### src/rtl/uart_pkg.sv
// uart_pkg: shared types and constants for the UART transmit path.
//   tx_state_t   - shifter FSM states (IDLE, START, DATA, STOP)
//   UART_DATA_BITS, START_BIT, STOP_BIT - 8N1 framing constants
//   cnt_width()  - width of a counter that must hold 0..n-1 (at least 1 bit)
package uart_pkg;

    typedef enum logic [1:0] {
        IDLE  = 2'd0,
        START = 2'd1,
        DATA  = 2'd2,
        STOP  = 2'd3
    } tx_state_t;

    localparam int   UART_DATA_BITS = 8;
    localparam logic START_BIT      = 1'b0;
    localparam logic STOP_BIT       = 1'b1;

    function automatic int cnt_width(input int n);
        return (n > 1) ? $clog2(n) : 1;
    endfunction

endpackage

### src/rtl/uart_baud_counter.sv
// uart_baud_counter: counts clock cycles within one UART bit period.
// Ports:
//   clk      - system clock, rising edge
//   reset    - asynchronous active-high reset, counter -> 0
//   clear    - synchronous clear; holds the counter at 0 while high
//   bit_done - high for the single cycle in which the counter sits at
//              CLKS_PER_BIT-1 (last cycle of the current bit)
module uart_baud_counter
    import uart_pkg::*;
#(
    parameter int CLKS_PER_BIT = 434
) (
    input  logic clk,
    input  logic reset,
    input  logic clear,
    output logic bit_done
);

    localparam int            CW       = cnt_width(CLKS_PER_BIT);
    localparam logic [CW-1:0] TERMINAL = CW'(CLKS_PER_BIT - 1);

    logic [CW-1:0] cnt_q;
    logic [CW-1:0] cnt_d;

    // Combinational from the counter only, so the FSM can use it to pick
    // its next state without forming a loop through clear.
    assign bit_done = (cnt_q == TERMINAL);

    always_comb begin
        cnt_d = cnt_q + CW'(1);
        // Wrapping at terminal count doubles as the clear on every state
        // change inside a frame, since those changes happen only on bit_done.
        if (clear || bit_done) begin
            cnt_d = '0;
        end
    end

    always_ff @(posedge clk or posedge reset) begin
        if (reset) begin
            cnt_q <= '0;
        end else begin
            cnt_q <= cnt_d;
        end
    end

endmodule

### src/rtl/uart_tx_serializer.sv
// uart_tx_serializer: double-buffered 8N1 UART transmitter.
// A byte loaded into the holding register moves to the shift register as
// soon as the shifter is free, so the next byte can be loaded while the
// current one is on the wire.
// Ports:
//   clk      - system clock, rising edge
//   reset    - asynchronous active-high reset (abandons any frame in flight)
//   txdata   - byte to send, sampled when a load is accepted
//   ldtxdata - load strobe (one-cycle pulse)
//   txempty  - 1 = holding register free, a load will be accepted
//   txd      - registered serial output, idle high
//   txbusy   - 1 = a frame is being shifted out
//   overrun  - one-cycle pulse for every rejected load cycle
module uart_tx_serializer
    import uart_pkg::*;
#(
    parameter int CLKS_PER_BIT = 434
) (
    input  logic       clk,
    input  logic       reset,
    input  logic [7:0] txdata,
    input  logic       ldtxdata,
    output logic       txempty,
    output logic       txd,
    output logic       txbusy,
    output logic       overrun
);

    localparam logic [2:0] LAST_BIT = 3'(UART_DATA_BITS - 1);

    tx_state_t  state_q,   state_d;
    logic [7:0] hold_q,    hold_d;
    logic [7:0] shift_q,   shift_d;
    logic [2:0] bit_idx_q, bit_idx_d;
    logic       txempty_q, txempty_d;
    logic       txd_q,     txd_d;
    logic       txbusy_q,  txbusy_d;
    logic       overrun_q, overrun_d;
    logic       ld_prev_q, ld_prev_d;

    logic bit_done;
    logic baud_clear;
    logic load_accept;
    logic transfer;

    uart_baud_counter #(
        .CLKS_PER_BIT(CLKS_PER_BIT)
    ) u_baud (
        .clk     (clk),
        .reset   (reset),
        .clear   (baud_clear),
        .bit_done(bit_done)
    );

    // Held at zero while idle so START always begins with a full bit period.
    assign baud_clear = (state_q == IDLE);

    // ldtxdata is a pulse: only its first high cycle can load. Any further
    // cycle it stays high is a rejected load, even if the holding register
    // has drained in the meantime, so a stuck strobe never duplicates a byte.
    assign load_accept = ldtxdata && !ld_prev_q && txempty_q;

    // Holding register moves to the shifter when idle, or straight from the
    // last stop-bit cycle so back-to-back frames have no idle gap.
    assign transfer = !txempty_q &&
                      ((state_q == IDLE) || ((state_q == STOP) && bit_done));

    always_comb begin
        state_d   = state_q;
        hold_d    = hold_q;
        shift_d   = shift_q;
        bit_idx_d = bit_idx_q;
        txempty_d = txempty_q;
        ld_prev_d = ldtxdata;
        overrun_d = ldtxdata && !load_accept;

        // Load and transfer are mutually exclusive: one needs txempty_q=1,
        // the other txempty_q=0.
        if (load_accept) begin
            hold_d    = txdata;
            txempty_d = 1'b0;
        end

        unique case (state_q)
            IDLE: begin
                state_d = IDLE;
            end
            START: begin
                if (bit_done) begin
                    state_d   = DATA;
                    bit_idx_d = '0;
                end
            end
            DATA: begin
                if (bit_done) begin
                    if (bit_idx_q == LAST_BIT) begin
                        state_d = STOP;
                    end else begin
                        bit_idx_d = bit_idx_q + 3'd1;
                        shift_d   = shift_q >> 1;
                    end
                end
            end
            STOP: begin
                if (bit_done) begin
                    state_d = IDLE;
                end
            end
            default: begin
                state_d = IDLE;
            end
        endcase

        if (transfer) begin
            shift_d   = hold_q;
            txempty_d = 1'b1;
            state_d   = START;
        end

        // Line level is computed from the next state so txd changes on the
        // same edge as the state register.
        unique case (state_d)
            START:   txd_d = START_BIT;
            DATA:    txd_d = shift_d[0];
            STOP:    txd_d = STOP_BIT;
            default: txd_d = STOP_BIT;
        endcase

        txbusy_d = (state_d != IDLE);
    end

    always_ff @(posedge clk or posedge reset) begin
        if (reset) begin
            state_q   <= IDLE;
            hold_q    <= '0;
            shift_q   <= '0;
            bit_idx_q <= '0;
            txempty_q <= 1'b1;
            txd_q     <= 1'b1;
            txbusy_q  <= 1'b0;
            overrun_q <= 1'b0;
            ld_prev_q <= 1'b0;
        end else begin
            state_q   <= state_d;
            hold_q    <= hold_d;
            shift_q   <= shift_d;
            bit_idx_q <= bit_idx_d;
            txempty_q <= txempty_d;
            txd_q     <= txd_d;
            txbusy_q  <= txbusy_d;
            overrun_q <= overrun_d;
            ld_prev_q <= ld_prev_d;
        end
    end

    assign txempty = txempty_q;
    assign txd     = txd_q;
    assign txbusy  = txbusy_q;
    assign overrun = overrun_q;

endmodule
### config.mk
export PLATFORM = sky130hd
export DESIGN_NAME = uart_tx_serializer
export DESIGN_NICKNAME = d
export VERILOG_FILES = /design/src/rtl/uart_pkg.sv /design/src/rtl/uart_baud_counter.sv /design/src/rtl/uart_tx_serializer.sv
export SDC_FILE = /design/constraint.sdc
export NUM_CORES = 1
export LEC_CHECK = 0
export BUFFER_PORTS_ARGS = -buffer_cell sky130_fd_sc_hd__buf_4
export CORE_UTILIZATION = 55
export CTS_BUF_LIST = sky130_fd_sc_hd__clkbuf_8
export DETAILED_ROUTE_END_ITERATION = 10
export HOLD_SLACK_MARGIN = 0.12
export PLACE_DENSITY = 0.86
export SKIP_LAST_GASP = 1
export SYNTH_ARGS = -nofsm -noshare
export SYNTH_HDL_FRONTEND = slang
export SYNTH_SLANG_ARGS = --single-unit
### constraint.sdc
create_clock -name clk -period 1.9 [get_ports clk]
set_input_delay 0.095 -clock clk [delete_from_list [all_inputs] [get_ports clk]]
set_output_delay 0.095 -clock clk [all_outputs]
set_load 0.02 [all_outputs]
==> metrics.csv, run 1 <==
stage,metric,value,unit
run_status,result_of_the_run,finished clean,
timing,hold_viol_final,0,
placed_design,globalplace.congestion,0.830,
power,p_leak,0.998,nW
clock_tree,root_buffer,clkbuf_8,
timing,worst_slew_margin_rel,66.2,%
routing,vias_per_cell,5.56,
logic_synthesis,postSynthRegisterBits,35,
placed_design,placed_cells,189,
placed_design,portBuffers,14,
logic_synthesis,ys_seq_area_share,54.5,%
timing,maxClockFrequency,0.556,GHz
setup_path,critical_path_buf_inv_count,1,
timing,clock-skew-final,0.00680,ns
setup_path,crit_path_start,u_baud.cnt_q[1],
setup_path,arrival,1.98,ns
routing,drt_drc_violations_left,0,
setup_path,cp_max_fo,8,
global_route,track_usage,23.0,%
global_route,grt_max_degree,36,
finish,nets,191,
clock_tree,tritoncts.num_buffers,5,
setup_path,worst_path_dominant_cell_family,simple AND/OR/NAND/NOR gates,
placed_design,place_worst_setup_slack,0.0115,ns
power,p_total,1.73,mW
power,power.density_cell_area,862,mW/mm^2
global_route,grt_pass1_vias,1196,
clock_tree,clock_latency,0.29,ns
logic_synthesis,mapped_cells,143,
setup_path,crit_slowest_cell,dfrtp_1,
setup_path,path_class,flip-flop to flip-flop,
routing,first_iter_violations,25,
timing,worst_pin_slew,0.505,ns
timing,timing.final.crit_share,94.6,%
floorplanning,floorplan.die.height,56.1,um
logic_synthesis,syn_avg_cell_area,11.3,um^2
floorplanning,num_rows,19,
floorplanning,die_x,56.1,um
clock_tree,tritoncts_clock_tree,done,
setup_path,crit_path_end_kind,flip-flop,
timing,rsz0062_at_grt,no,
finish,post_layout_nonfiller_instances,208,
global_route,antenna_found_initial,0,
logic_synthesis,ys_warn_count,0,
logic_synthesis,synth.distinct_cells,35,
timing,fin_tns_setup,0,ns
timing,period_minus_slack,1.80,ns
setup_path,crit-reg2reg-launch,u_baud.cnt_q[1],
routing,antenna_violating_nets_post_route,0,
routing,drtPass1Iterations,4,
clock_tree,clk_path_buf_depth,2,
routing,wire_per_inst,15.1,um
setup_path,path_cells,"inv_1, ha_1, and4_4, and4_2, mux2_1, nor2_2, a21oi_1",
logic_synthesis,syn_area,0.00161,mm^2
run,cap_violations,0,
routing,routed_wl,3140,um
placed_design,place_hpwl,2000,um
timing,setup_viol_count_final,0,
routing,number_of_vias_after_detailed_routing,1157,
floorplanning,die_area,0.00315,mm^2
setup_path,worst_ep_required_time,2.08,ns
global_route,first_pass_grt_wire_length,5220,um
timing,timing_max_transition_violations_final,0,
finish,antenna_cells_inserted,0,
timing,setup_ws,0.103,ns
clock_tree,cts-htree-levels,2,
hold_path,timing.hold.worst.class,input port to asynchronous set/reset pin,
setup_path,cp-start-kind,flip-flop,
clock_tree,cts.clk_slew.worst_paths,0.07,ns
logic_synthesis,postSynthNetCount,158,
power,peak_supply_drop,0.00106,V
finish,area_growth,24.4,%
finish,post_route_cells_drive_above_1_share,27.1,%
setup_path,crit_path_max_incr_delay,0.41,ns
global_route,global_route.overflow_total,0,
floorplanning,fp.coreArea,0.00276,mm^2
clock_tree,clock_sinks,35,
finish,postLayoutCoreUtil,72.6,%
floorplanning,initial_utilization,58.4,%
floorplanning,ios,15,
layer usage:
metal	global-route usage (%)	wire length [um]
met2	39.8	1680
met1	25.5	1280
met3	7.67	104
met5	0	0
met4	10.5	74
sequential cells by signal, summed over array words and instances, names as in the netlist, 2 cells and up:
register and count:
bit_idx_q 3, state_q 2, shift_q 8, hold_q 8
u_baud.cnt_q 9
cell usage after synthesis:
master     n  area share (%)
a21boi_1   1            0.47
nor3b_1    1            0.47
or2_2      1            0.39
inv_1      6             1.4
buf_4      1            0.47
ha_1       4             3.1
nand4_1    3             1.2
a21oi_1    5             1.6
xor2_1     3             1.6
o21ai_1    1            0.31
nand3_1    6             1.9
and4_1     2             1.1
mux2_2     8             5.6
o21a_1     1            0.47
a21o_1     6             2.8
nand2b_1   1            0.39
nor2_1    16             3.7
xnor2_2    1             1.0
and2_1     1            0.39
xnor2_1    5             2.7
or3_1      1            0.39
or3b_4     1            0.70
mux2_1     1            0.70
o21ai_0    5             1.6
nand3b_1   1            0.47
dfrtp_1   33              51
buf_6      1            0.70
a22o_1     7             3.8
buf_1      1            0.23
clkbuf_1   3            0.70
nor2b_1    3             1.2
o31ai_1    1            0.47
nor4b_4    1             1.5
dfstp_2    2             3.3
nand2_1    9             2.1
worst paths after layout:
check                        endpoint  slack, ns  cells after the start
setup / recovery           shift_q[0]       0.10                      7
hold / removal             shift_q[6]       0.45                      4
setup reg to reg           shift_q[0]       0.10                      7
hold reg to reg            shift_q[2]       0.48                      1
max in group asynchronous         txd       1.12                      4
min in group clk            ld_prev_q       0.47                      2
power by group:
| part | switching (mW) | internal (mW) | total, mW | leakage [nW] |
|---|---|---|---|---|
| Combinational | 0.0608 | 0.104 | 0.165 | 0.500 |
| Sequential | 0.0597 | 0.840 | 0.900 | 0.440 |
| Clock | 0.272 | 0.390 | 0.662 | 0.0581 |
| Total | 0.392 | 1.33 | 1.73 | 0.998 |
area by class of cell:
type | instances | area (um^2)
sequential | 35 | 878
multi-input combinational | 96 | 686
timing repair buffer | 32 | 265
tap | 31 | 38.8
clock buffer | 5 | 68.8
inverter | 6 | 22.5
fill | 192 | 754
clock inverter | 3 | 43.8
per-stage QoR:
stage	hold WS (ns)	instance area [um^2]
floorplan	0.126	1610
global placement	0.217	1770
detailed placement	0.220	1770
CTS	0.459	1990
global route	0.463	2000
finish	0.454	2000
placed cells by master, fill, tap and decap left out, types with 2 or more instances in the layout:
master         instances
mux2_2                 8
buf_4                 22
a22o_1                 7
inv_1                  6
nand4_1                3
clkbuf_8               5
ha_1                   4
dlygate4sd3_1         10
dfrtp_1               33
o21ai_0                5
a21oi_1                4
nor2b_1                3
dfstp_2                2
nand3_1                6
nand2_1                9
xnor2_1                5
a21o_1                 6
nor2_1                15
xor2_1                 3
tightest hold or removal path, stage by stage:
cell	delay (ns)
dlygate4sd3_1	0.53
buf_4	0.13
inv_1	0.04
buf_4	0.38
what timing repair did:
action,CTS,global route
pin swaps,0,1
hold buffers,10,0
buffers inserted,0,1
resized for setup,1,4
setup endpoints to repair,1,9
endpoints found under the hold margin,43,0
logic make-up after synthesis:
| logic type | after synthesis | share of synthesized area, % |
|---|---|---|
| xor gates and xnor gates | 9 | 5.36 |
| adders and majority gates | 4 | 3.11 |
| muxes | 9 | 6.29 |
| and+or+nand+nor | 47 | 15.8 |
| AOI/OAI and AO/OA | 27 | 11.4 |
| buffers and inverters | 12 | 3.50 |
| DFF | 35 | 54.5 |
Power figures use the tool's default switching activity.
==> run 2: changes to the inputs <==
- CORE_UTILIZATION: 55 -> 52
- CTS_BUF_LIST: sky130_fd_sc_hd__clkbuf_8 -> unset
- PLACE_DENSITY: 0.86 -> 0.82
- SYNTH_HIERARCHICAL: unset -> 1
==> metrics.csv, run 2 <==
stage,metric,value,unit
routing,antenna_violating_nets_post_route,0,
timing,finalHoldWorstSlack,0.275,ns
floorplanning,floorplan.die.height,58.7,um
floorplanning,die_x,58.7,um
setup_path,cp-start-kind,flip-flop,
timing,setup_viol_count_final,8,
finish,postLayoutCoreUtil,71.2,%
power,p_leak,1.01,nW
finish,multiInputGateArea,783,um^2
global_route,global_route.overflow_total,0,
timing,rsz0062_at_grt,yes,
logic_synthesis,synthMostInstantiatedCell,dfrtp_1,
placed_design,portBuffers,14,
setup_path,worst_ep_required_time,2.12,ns
clock_tree,tritoncts_clock_tree,done,
run,cap_violations,0,
routing,routed_wl,3430,um
routing,drt_drc_violations_left,0,
power,power.density_cell_area,584,mW/mm^2
floorplanning,die_area,0.00345,mm^2
power,peak_supply_drop,0.000681,V
routing,wire_per_inst,14.6,um
global_route,first_pass_grt_wire_length,5420,um
finish,biggestRegsByFlops,"u_baud/cnt_q x9, hold_q x8, shift_q x8",
logic_synthesis,ys_seq_area_share,52.5,%
logic_synthesis,postSynthNetCount,156,
run_status,result_of_the_run,finished with violations,
routing,vias_per_cell,5.44,
logic_synthesis,ys_warn_count,6,
setup_path,crit_path_end_kind,flip-flop,
timing,worst_pin_slew,0.462,ns
finish,top_register,u_baud/cnt_q,
logic_synthesis,async_flop_share,100,%
finish,largest_reg_flops,9,
logic_synthesis,synth.distinct_cells,40,
global_route,grt_max_degree,27,
timing,worst_slew_margin_rel,69.1,%
finish,post_route_cells_drive_above_1_share,35.6,%
timing,period_minus_slack,1.98,ns
floorplanning,initial_utilization,54.8,%
logic_synthesis,mapped_cells,141,
routing,number_of_vias_after_detailed_routing,1279,
setup_path,path_class,flip-flop to flip-flop,
finish,antenna_cells_inserted,0,
logic_synthesis,ys_top_cells_by_area,"dfrtp_1 (49%), mux2_2 (8.1%), a221o_1 (4.2%)",
clock_tree,tritoncts.num_buffers,5,
finish,area_growth,29.9,%
hold_path,timing.hold.worst.class,input port to asynchronous set/reset pin,
logic_synthesis,syn_area,0.00167,mm^2
clock_tree,clock_sinks,35,
placed_design,place_hpwl,2170,um
clock_tree,clk_path_buf_depth,2,
setup_path,cp_max_fo,6,
finish,layout.cells.most_common,buf_4,
setup_path,arrival,2.20,ns
placed_design,post_detailed_placement_cell_area,0.00196,mm^2
setup_path,crit_slowest_cell,dfrtp_1,
global_route,antenna_found_initial,0,
logic_synthesis,syn_avg_cell_area,11.9,um^2
finish,nets,205,
logic_synthesis,netlist_top_cells_count,"dfrtp_1 (33), mux2_2 (12)",
routing,drtPass1Iterations,4,
clock_tree,cts-htree-levels,2,
timing,timing.final.crit_share,104,%
timing,timing_max_transition_violations_final,0,
timing,clock-skew-final,0.0126,ns
finish,seqCellArea,878,um^2
global_route,grt_pass1_vias,1245,
finish,num-fill-cells,210,
clock_tree,root_buffer,clkbuf_4,
logic_synthesis,postSynthRegisterBits,35,
finish,post_layout_nonfiller_instances,235,
logic_synthesis,ys.flop_type,dfrtp_1,
timing,setup_ws,-0.0759,ns
placed_design,place_worst_setup_slack,-0.0526,ns
floorplanning,ios,15,
logic_synthesis,synth_top_area_cell,dfrtp_1,
finish,layout_common_cells,"buf_4 (34), dfrtp_1 (33), mux2_2 (11)",
finish,design_area,0.00217,mm^2
floorplanning,num_rows,20,
global_route,track_usage,21.2,%
setup_path,path_cells,"ha_2, nand2_2, nor3_4, buf_4, and4b_2, or2_4, buf_6, a221o_1",
routing,first_iter_violations,55,
setup_path,crit_path_max_incr_delay,0.39,ns
placed_design,globalplace.congestion,0.804,
run_status,failed_checks,negative setup slack,
logic_synthesis,synth_edf_count,0,
timing,fin_tns_setup,-0.423,ns
clock_tree,cts.clk_slew.worst_paths,0.11,ns
timing,hold_viol_final,0,
logic_synthesis,synth_largest_type_area_fraction,49.3,%
clock_tree,clock_latency,0.34,ns
floorplanning,fp.coreArea,0.00305,mm^2
placed_design,placed_cells,214,
timing,maxClockFrequency,0.506,GHz
power,p_total,1.27,mW
[run 2: worst paths after layout]
path	from	to	slack, ns	cells after the start
max in group asynchronous	reset	txd	1.24	4
hold / removal	reset	u_baud/cnt_q[4]	0.27	3
setup reg to reg	u_baud/cnt_q[0]	shift_q[1]	-0.08	8
setup / recovery	u_baud/cnt_q[0]	shift_q[1]	-0.08	8
hold reg to reg	hold_q[0]	shift_q[0]	0.51	1
min in group clk	ldtxdata	ld_prev_q	0.47	2
[run 2: kinds of logic (layout without fill, tap and decap cells)]
logic type	after synthesis	in the layout	share of synthesized area [%]
buffers and inverters	11	61	3.14
xor gates and xnor gates	5	5	2.62
AOI/OAI and AO/OA	25	25	12.9
and+or+nand+nor	49	49	17.9
DFF	35	35	52.5
muxes	12	12	8.07
adders and majority gates	4	4	2.99
[run 2: cell type report]
cell class,count,share of cell area [%]
Clock inverter,2,0.575
Inverter,7,1.21
Timing Repair Buffer,46,17.4
Sequential cell,35,40.4
Clock buffer,6,1.90
Multi-Input combinational cell,95,36.0
Tap cell,44,2.53
[run 2: worst max-delay path, delay by kind of cell, from the launching register on]
kind / cells / cell delay [ns]
DFF: 1 / 0.39
buffers and inverters: 2 / 0.28
adders and majority gates: 1 / 0.19
and+or+nand+nor: 4 / 0.65
AOI/OAI and AO/OA: 1 / 0.35
[run 2: layer usage]
metal  vias to the layer above  global-route usage, %  wire (um)
met5                         -                      0          0
met4                         0                   10.2         37
met3                         5                   5.27         82
met2                        24                   35.6       1820
met1                       635                   25.5       1490
li1                        615                      -          -
[run 2: where the power goes]
part / internal, mW / leakage, nW / switching, mW
logic: 0.0525 / 0.536 / 0.0307
registers: 0.777 / 0.445 / 0.0167
clock network: 0.143 / 0.0282 / 0.250
[run 2: timing repair]
action                                  CTS  global route
buffers inserted                          0             4
hold buffers                             10             0
gates resized for setup                   3             8
hold endpoints to repair                 46             0
pin swaps                                 0             2
endpoints found under the setup margin    5             8
==> run 3: changes to the inputs <==
- clock period: 1.9 -> 1.7 ns (I/O delays scaled with it)
==> metrics.csv, run 3 (synthesis results as in run 2) <==
stage,metric,value,unit
routing,vias_per_cell,5.41,
timing,setup_ws,-0.181,ns
finish,design_area,0.00225,mm^2
global_route,track_usage,22.8,%
timing,maxClockFrequency,0.532,GHz
routing,routed_wl,3590,um
finish,nets,211,
finish,layout_common_cells,"buf_4 (40), dfrtp_1 (33), mux2_2 (10), dlygate4sd3_1 (10)",
timing,worst_slew_margin_rel,70.3,%
routing,wire_per_inst,14.9,um
global_route,grt_busiest_layer,met2,
placed_design,portBuffers,14,
run_status,result_of_the_run,finished with violations,
setup_path,cp-start-kind,flip-flop,
power,peak_supply_drop,0.000492,V
hold_path,timing.hold.worst.class,input port to asynchronous set/reset pin,
floorplanning,floorplan.die.height,58.7,um
finish,postLayoutCoreUtil,73.7,%
global_route,grt_max_degree,27,
floorplanning,initial_utilization,54.8,%
clock_tree,cts.clk_slew.worst_paths,0.11,ns
routing,drtPass1Iterations,4,
timing,timing.final.crit_share,111,%
timing,timing_max_transition_violations_final,0,
global_route,global_route.overflow_total,0,
routing,first_iter_violations,77,
floorplanning,die_area,0.00345,mm^2
global_route,use_met2,38.3,%
timing,fin_tns_setup,-1.02,ns
finish,post_layout_nonfiller_instances,241,
clock_tree,clk_path_buf_depth,2,
clock_tree,cts-htree-levels,2,
setup_path,path_class,flip-flop to flip-flop,
clock_tree,root_buffer,clkbuf_4,
global_route,antenna_found_initial,0,
finish,post_route_cells_drive_above_1_share,37.6,%
floorplanning,fp.coreArea,0.00305,mm^2
finish,largest_reg_flops,9,
placed_design,placed_cells,217,
routing,drt_drc_violations_left,0,
clock_tree,tritoncts.num_buffers,5,
global_route,first_pass_grt_wire_length,5840,um
floorplanning,die_x,58.7,um
setup_path,rr_worst_depth,5,
timing,rsz0062_at_grt,yes,
clock_tree,tritoncts_clock_tree,done,
floorplanning,ios,15,
power,power.density_cell_area,706,mW/mm^2
timing,clock-skew-final,0.0104,ns
setup_path,crit_path_end_kind,flip-flop,
setup_path,arrival,2.12,ns
finish,biggestRegsByFlops,"u_baud/cnt_q x9, hold_q x8, shift_q x8",
run,cap_violations,0,
power,p_total,1.59,mW
clock_tree,clock_sinks,35,
timing,setup_viol_count_final,9,
timing,hold_viol_final,0,
global_route,groute.layer.met3.usage,4.62,%
placed_design,globalplace.congestion,0.752,
global_route,grt_pass1_vias,1247,
clock_tree,clock_latency,0.35,ns
finish,layout.cells.most_common,buf_4,
global_route,grt_util_met1,29.2,%
run_status,failed_checks,negative setup slack,
placed_design,place_hpwl,2330,um
timing,worst_pin_slew,0.444,ns
finish,top_register,u_baud/cnt_q,
routing,antenna_violating_nets_post_route,0,
finish,num-fill-cells,200,
timing,period_minus_slack,1.88,ns
placed_design,post_detailed_placement_cell_area,0.00199,mm^2
finish,antenna_cells_inserted,0,
floorplanning,num_rows,20,
routing,number_of_vias_after_detailed_routing,1304,
power,p_leak,1.06,nW
setup_path,worst_ep_required_time,1.94,ns
finish,area_growth,34.4,%
setup_path,cp_max_fo,3,
run 3: cell count changes in the layout (fill, tap and decap cells not counted), sizes merged:
cell      before  now
bufinv         0    1
clkinvlp       1    0
clkinv         1    2
buf           36   42
clkbuf         6    5
run 3: final cells by class:
type / count / area (um^2) / area share [%]
Clock buffer: 5 / 37.5 / 1.67
Clock inverter: 3 / 43.8 / 1.95
Inverter: 7 / 26.3 / 1.17
Multi-Input combinational cell: 95 / 786 / 34.9
Sequential cell: 35 / 878 / 39.0
Tap cell: 44 / 55.1 / 2.45
Timing Repair Buffer: 52 / 423 / 18.8
run 3: worst max-delay path, stage by stage, from the launching register on:
cell and delay [ns]:
dfrtp_1 0.39, or3_4 0.40, nor3_4 0.14, and4bb_2 0.29, mux2_4 0.30, mux2_2 0.25
run 3: per-layer routing:
metal  wire, um  up-vias
met4         61        0
li1           -      628
met5          0        -
met3        123        9
met1       1590      645
met2       1820       22
run 3: worst paths after layout:
| check | from | end | slack [ns] |
|---|---|---|---|
| worst max-delay path | u_baud/cnt_q[2] | shift_q[0] | -0.18 |
| worst min-delay path | reset | u_baud/cnt_q[2] | 0.27 |
| worst max register to register | u_baud/cnt_q[2] | shift_q[0] | -0.18 |
| worst min register to register | hold_q[7] | shift_q[7] | 0.52 |
| max in group asynchronous | reset | txempty | 1.06 |
| min in group clk | ldtxdata | ld_prev_q | 0.40 |
run 3: power breakdown:
group	switching, mW	total [mW]	internal (mW)
clock network	0.295	0.604	0.309
logic	0.0351	0.0938	0.0586
registers	0.0210	0.890	0.869
run 3: through the flow:
| step | setup slack [ns] | hold slack, ns |
|---|---|---|
| global route | -0.253 | 0.287 |
| CTS | -0.181 | 0.263 |
| finish | -0.181 | 0.269 |
| global placement | -0.169 | 0.0748 |
| floorplan | -0.434 | -0.0871 |
| detailed placement | -0.216 | 0.0814 |
run 3: what timing repair did:
action                                  CTS  global route
hold buffers                             10             0
pin swaps                                 1             1
resized for setup                         5             4
buffers inserted                          2             4
endpoints found under the setup margin   11            13
hold endpoints to repair                 46             0
